**config.mk**
```make
export PLATFORM = sky130hd
export DESIGN_NAME = cod_seletor_entrada
export DESIGN_NICKNAME = d
export VERILOG_FILES = /design/src/rtl/cod_seletor_entrada.sv
export SDC_FILE = /design/constraint.sdc
export NUM_CORES = 1
export LEC_CHECK = 0
export CORE_MARGIN = 3
export CORE_UTILIZATION = 45
export CTS_CLUSTER_SIZE = 8
export DETAILED_ROUTE_END_ITERATION = 6
export PLACE_DENSITY = 0.69
export SYNTH_ARGS = -nofsm -noshare
export SYNTH_HDL_FRONTEND = slang
export SYNTH_SLANG_ARGS = --single-unit
```
**constraint.sdc**
```tcl
create_clock -name clk -period 5.4 [get_ports clk]
set_input_delay 1.08 -clock clk [delete_from_list [all_inputs] [get_ports clk]]
set_output_delay 1.08 -clock clk [all_outputs]
set_load 0.01 [all_outputs]
```
**src/rtl/cod_seletor_entrada.sv**
```systemverilog
// Input selector: synchronizes and debounces the switch code and two buttons, then
// drives a 5-bit code either loaded from the switches (MANUAL) or auto-stepped (SCAN).
module cod_seletor_entrada #(
  parameter int DEB_CYCLES = 1000,
  parameter int SCAN_DIV   = 25000000
) (
  input  logic       clk,
  input  logic       rst,
  input  logic [4:0] sw,
  input  logic       btn_load,
  input  logic       btn_mode,
  output logic       A,
  output logic       B,
  output logic       C,
  output logic       D,
  output logic       E,
  output logic       valid,
  output logic       mode
);

  localparam int DW = $clog2(DEB_CYCLES);
  localparam int PW = $clog2(SCAN_DIV);
  localparam logic [DW-1:0] DEB_LAST = DW'(DEB_CYCLES - 1);
  localparam logic [PW-1:0] PRE_LAST = PW'(SCAN_DIV - 1);

  // Button index 0 is load, index 1 is mode.
  localparam int LOAD = 0;
  localparam int MODE = 1;

  logic [4:0]          sw_meta_q, sw_meta_d;
  logic [4:0]          sw_sync_q, sw_sync_d;
  logic [1:0]          btn_meta_q, btn_meta_d;
  logic [1:0]          btn_sync_q, btn_sync_d;
  logic [1:0]          deb_lvl_q, deb_lvl_d;
  logic [1:0][DW-1:0]  deb_cnt_q, deb_cnt_d;
  logic [1:0]          press_q, press_d;
  logic [4:0]          code_q, code_d;
  logic                valid_q, valid_d;
  logic                mode_q, mode_d;
  logic [PW-1:0]       pre_q, pre_d;
  logic                tick_s;

  // Next-state logic: synchronizers, debouncers, press events, code/mode control.
  always_comb begin
    sw_meta_d  = sw;
    sw_sync_d  = sw_meta_q;
    btn_meta_d = {btn_mode, btn_load};
    btn_sync_d = btn_meta_q;
    deb_lvl_d  = deb_lvl_q;
    deb_cnt_d  = deb_cnt_q;
    press_d    = 2'b00;
    code_d     = code_q;
    valid_d    = 1'b0;
    mode_d     = mode_q;
    pre_d      = pre_q;

    for (int i = 0; i < 2; i++) begin
      if (btn_sync_q[i] == deb_lvl_q[i]) begin
        deb_cnt_d[i] = '0;
      end else if (deb_cnt_q[i] == DEB_LAST) begin
        // The press event is registered alongside the level flip, so it fires once per rise.
        deb_cnt_d[i] = '0;
        deb_lvl_d[i] = btn_sync_q[i];
        press_d[i]   = btn_sync_q[i];
      end else begin
        deb_cnt_d[i] = deb_cnt_q[i] + DW'(1);
      end
    end

    tick_s = mode_q && (pre_q == PRE_LAST);

    if (press_q[MODE]) begin
      // A mode toggle wins over a coincident scan tick; a manual load still lands.
      mode_d = ~mode_q;
      pre_d  = '0;
      if (!mode_q && press_q[LOAD]) begin
        code_d  = sw_sync_q;
        valid_d = 1'b1;
      end else begin
        code_d  = code_q;
      end
    end else if (mode_q) begin
      if (tick_s) begin
        pre_d   = '0;
        code_d  = code_q + 5'd1;
        valid_d = 1'b1;
      end else begin
        pre_d   = pre_q + PW'(1);
      end
    end else begin
      pre_d = '0;
      if (press_q[LOAD]) begin
        code_d  = sw_sync_q;
        valid_d = 1'b1;
      end else begin
        code_d  = code_q;
      end
    end
  end

  // State registers with synchronous reset.
  always_ff @(posedge clk) begin
    if (rst) begin
      sw_meta_q  <= 5'd0;
      sw_sync_q  <= 5'd0;
      btn_meta_q <= 2'b00;
      btn_sync_q <= 2'b00;
      deb_lvl_q  <= 2'b00;
      deb_cnt_q  <= '0;
      press_q    <= 2'b00;
      code_q     <= 5'd0;
      valid_q    <= 1'b0;
      mode_q     <= 1'b0;
      pre_q      <= '0;
    end else begin
      sw_meta_q  <= sw_meta_d;
      sw_sync_q  <= sw_sync_d;
      btn_meta_q <= btn_meta_d;
      btn_sync_q <= btn_sync_d;
      deb_lvl_q  <= deb_lvl_d;
      deb_cnt_q  <= deb_cnt_d;
      press_q    <= press_d;
      code_q     <= code_d;
      valid_q    <= valid_d;
      mode_q     <= mode_d;
      pre_q      <= pre_d;
    end
  end

  assign {A, B, C, D, E} = code_q;
  assign valid           = valid_q;
  assign mode            = mode_q;

endmodule

```
**After elaboration in Yosys (flattened, before gate mapping)**

Index checks and enable logic that the tools add are counted.

- Input port bits: 9
- Output and inout port bits: 7
- Register bits: 70
- Logic and storage cells: 52

- Reduce and logical (&&, ||, !) cells: 12
- Bitwise logic cells: 5
- Muxes and demuxes: 10
- Equality and inequality tests: 7
- Add/subtract/negate cells: 4

Operators with widths:

| kind | count |
|---|---|
| 25-bit by 1-bit adder with 25-bit output (second input constant) | 1 |
| 25-bit equality test (second input constant) | 1 |
| 5-bit 2-to-1 mux | 5 |
| 10-bit by 1-bit adder with 10-bit output (second input constant) | 2 |
| 10-bit equality test (second input constant) | 2 |
| 3-bit OR reduction | 4 |
| 5-bit by 1-bit adder with 5-bit output (second input constant) | 1 |
| 1-bit 2-to-1 mux | 5 |
| 1-bit inverter | 5 |
| 2-bit AND reduction | 2 |
| 4-bit OR reduction | 1 |
| 3-bit by 2-bit != test with 1-bit output (second input constant) | 1 |
| 3-bit AND reduction | 1 |
| 3-bit nonzero test | 1 |
| 1-bit equality test | 2 |
| 1-bit logical AND | 2 |
| 2-bit by 1-bit != test with 1-bit output (second input constant) | 1 |
| 1-bit logical NOT | 1 |

**Depth between registers and ports, before layout**

- Depth after elaboration: 5
- Depth in mapped cells: 6

**Worst setup path after synthesis**

Ideal clock, no wire load.

- Path type: reg-to-reg
- Start: register pre_q[0]
- End: register pre_q[24]
- Data arrival time: 1799 ps
- Setup time: 70 ps
- Setup slack: 3531 ps
- Required time: 5330 ps
- Path buffers: 0
- Stages on the path, launching flop included: 6
- Path through: dfxtp_1 -> ha_1 -> nand2_1 -> or4_4 -> or4_1 -> a21oi_1

- Word-level cells in the longest chain between the ends: 3
- Elaborated cells on any way between the ends: 4

RTL lines:

| what | line | RTL |
|---|---|---|
| start, declared | 40 | `logic [PW-1:0] pre_q, pre_d;` |
| start signal, assigned | 126 | `pre_q <= pre_d;` |
| parallel branches: the longest is 3 deep, another holds 25-bit by 1-bit adder with 25-bit output | n/a |  |

Parallel ways; which one is timed is not known.
A chain may end at the register's enable or synchronous reset.

**Worst setup path after layout**

- Start: register mode_q, in the netlist mode
- End: output mode

RTL lines:

| what | line | RTL |
|---|---|---|
| start, declared | 39 | `logic mode_q, mode_d;` |
| start signal, assigned | 125 | `mode_q <= mode_d;` |
| end, declared | 18 | `output logic mode` |

No word-level cell between the ends.

==> flow_summary.toml <==
[status]
status = "finished clean"

[clock_tree]
clock_latency_ns = 0.34
cts_max_path_buffers = 2
postCtsSetupRepairBufs = 0
cts_resized = 0
ctsRootBufferMaster = "clkbuf_8"
cts_hold_buffers = 0
clk_pin_slew_ns = 0.07
cts_inserted_buffers = 9
clock_sinks = 70
h-tree-depth = 3
cts_tree = "done"

[worst_setup_path]
crit_type = "flop to primary output"
cp_top_family = "buffers and inverters"
regToRegStartpoint = "pre_q[0]"
start_kind = "flop"
startpoint = "mode"
max_stage_delay_ns = 0.58
worst-path-buf-inv = 1
slowest_stage = "clkdlybuf4s50_1"
arrival_ns = 1.34
path_cells = "clkdlybuf4s50_1"
reg2reg_setup_slack_ns = 3.34
critPathCaptureType = "primary output"
cp_num_cells = 1
ff2ff_path_depth = 5
cp_max_fo = 6
critPathRequiredTime_ns = 4.32

[sta]
fin_setup_tns_ns = 0
max_freq_mhz = 413
maxSlewViolCount = 0
slew_headroom_pct = 52.3
skew_ns = 0.00659
hold_viol_final = 0
period_share_pct = 44.9
rsz0062_at_grt = "no"
worstMarginPinSlew_ns = 0.713
setup_viol_count_final = 0
period_minus_slack_ns = 2.42

[placed_design]
dp_hpwl_mm = 3.40
portBuffers = 15
place_area_um2 = 3160
place.gp.congestion = 0.819

[power]
leakage_nw = 1.09
p_sw_share_pct = 20.6
p_int_mw = 0.753
p_clk_share_pct = 43.1
ir_worst_vdd_v = 0.000180
power_frac_seq_pct = 55.1
netSwitchingPower_mw = 0.195
comb_power_share_pct = 1.8
p_per_area_nw_per_um2 = 283

[detailed_routing]
first_pass_iters = 4
drt_iter0_markers = 99
drc = 0
ant_nets = 0
avgViaCountPerCell = 5.29
vias = 2188
wl_per_cell_um = 12.1
finalWirelength_mm = 5.03

[global_route]
grt_overflow_total = 0
grt_pass1_vias = 2003
grt_pass1_wl_mm = 8.78
antenna_found_initial = 0
track_usage_pct = 14.6
grt_max_degree = 33

[yosys]
ys_seq_area_share_pct = 47.2
ys_top_cells_by_area = "dfxtp_1 (47%), nor2_1 (5.1%), xnor2_1 (4.7%), xor2_1 (4.4%), nor2b_1 (3.6%)"
syn-num-nets = 331
ys_warn_count = 0
ys_types = 37
syn_inst = 318
netlist.area_leader.share_pct = 47.2
synth_seq_cells = 70
synth_area_um2 = 2970
syn_avg_cell_area_um2 = 9.33
yosysTopAreaCell = "dfxtp_1"

[floorplanning]
die_y_um = 87.2
dieArea_um2 = 7600
die_w_um = 87.2
ioPinCount = 16
rows = 28
core_um2 = 6170
initial_utilization_pct = 48.1

[hold_path]
hp-start = "btn_meta_q[1]"
min_delay_path_depth = 1
hp-class = "flop to flop"

[final_layout]
layout_commonest_cell = "dfxtp_1"
fillCellCount = 557
drive_gt1_share_pct = 7.08
synthToLayoutAreaGrowth_pct = 13.0
post-route-cell-area_um2 = 3350
final_cell_mix = "dfxtp_1 (70), nor2_1 (40), nand3_1 (19), nand2_1 (18), nor2b_1 (17)"
antenna_cells = 0
fin_nets = 348

[job]
drv_cap = 0
sequential cells by signal, summed over array words and instances (netlist names), 5 cells and up:
signal and count:
sw_meta_q 5, code_q 5, sw_sync_q 5, deb_cnt_q 20, pre_q 25
power by group through the flow:
stage / combinational [mW] / sequential, mW / clock [mW]
after floorplan: 0.00932 / 0.534 / 0
after global placement: 0.0168 / 0.535 / 0
after detailed placement: 0.0170 / 0.535 / 0
after CTS: 0.0170 / 0.523 / 0.422
after global routing: 0.0186 / 0.523 / 0.443
final: 0.0167 / 0.523 / 0.409
worst paths after layout:
path | to
worst max-delay path | mode
worst min-delay path | btn_sync_q[1]
worst max register to register | pre_q[24]
worst min register to register | btn_sync_q[1]
cell type report:
cell class              instances  area [µm²]  share of cell area, %
clock buffers                  11         141                   4.22
multi-input cells             231        1490                   44.3
flip-flops and latches         70        1400                   41.8
well taps                      75        93.8                   2.80
clock inverters                 4        47.5                   1.42
inverters                       7        26.3                  0.784
repair buffers                 16         158                   4.70
through the flow:
stage	cells	setup slack, ns	util [%]	hold WS, ns	total power, mW
after floorplan	318	3.53	-	0.414	0.544
after global placement	399	2.89	51.3	0.422	0.552
after detailed placement	399	2.86	51.3	0.421	0.552
after CTS	414	2.96	54.4	0.441	0.962
final	414	2.98	54.4	0.439	0.948
after global routing	414	2.92	54.4	0.453	0.985
logic make-up (layout without fill, tap and decap cells):
| group | count (synthesis) | in the layout | share of synthesized area [%] |
|---|---|---|---|
| muxes | 6 | 6 | 2.19 |
| and+or+nand+nor | 154 | 154 | 28.8 |
| AOI/OAI and AO/OA | 36 | 36 | 8.22 |
| xor gates and xnor gates | 31 | 31 | 9.15 |
| buffers and inverters | 17 | 38 | 2.70 |
| adders and majority gates | 4 | 4 | 1.69 |
| DFF | 70 | 70 | 47.2 |
cell usage after synthesis:
cell and n:
dfxtp_1 70, nor2_1 40, nand3_1 19, nand2_1 18, nor2b_1 17, xnor2_1 16, a21oi_1 15, xor2_1 15
nand2b_1 11, or4_1 11, nand4_1 8, nor3_1 8, o31ai_1 8, inv_1 7, clkbuf_1 6, and3_1 5
mux2i_1 5, o21ai_0 5, or3_1 5, ha_1 4, a211o_1 3, a311oi_1 2, and2_1 2, buf_6 2
nor4_4 2, nor4b_1 2, or4_4 2, a211o_2 1, a21o_2 1, a31oi_4 1, and4_1 1, buf_1 1
buf_2 1, mux2_4 1, nand4bb_1 1, or2_2 1, or4b_1 1
per-layer routing:
metal / global-route usage (%) / up-vias / wire, µm
met5: 0 / - / 0
met4: 7.53 / 0 / 116
met3: 4.64 / 13 / 164
met2: 21.9 / 32 / 2300
met1: 18.7 / 994 / 2450
li1: - / 1149 / -
No activity file was read; power rests on OpenSTA's default activity.
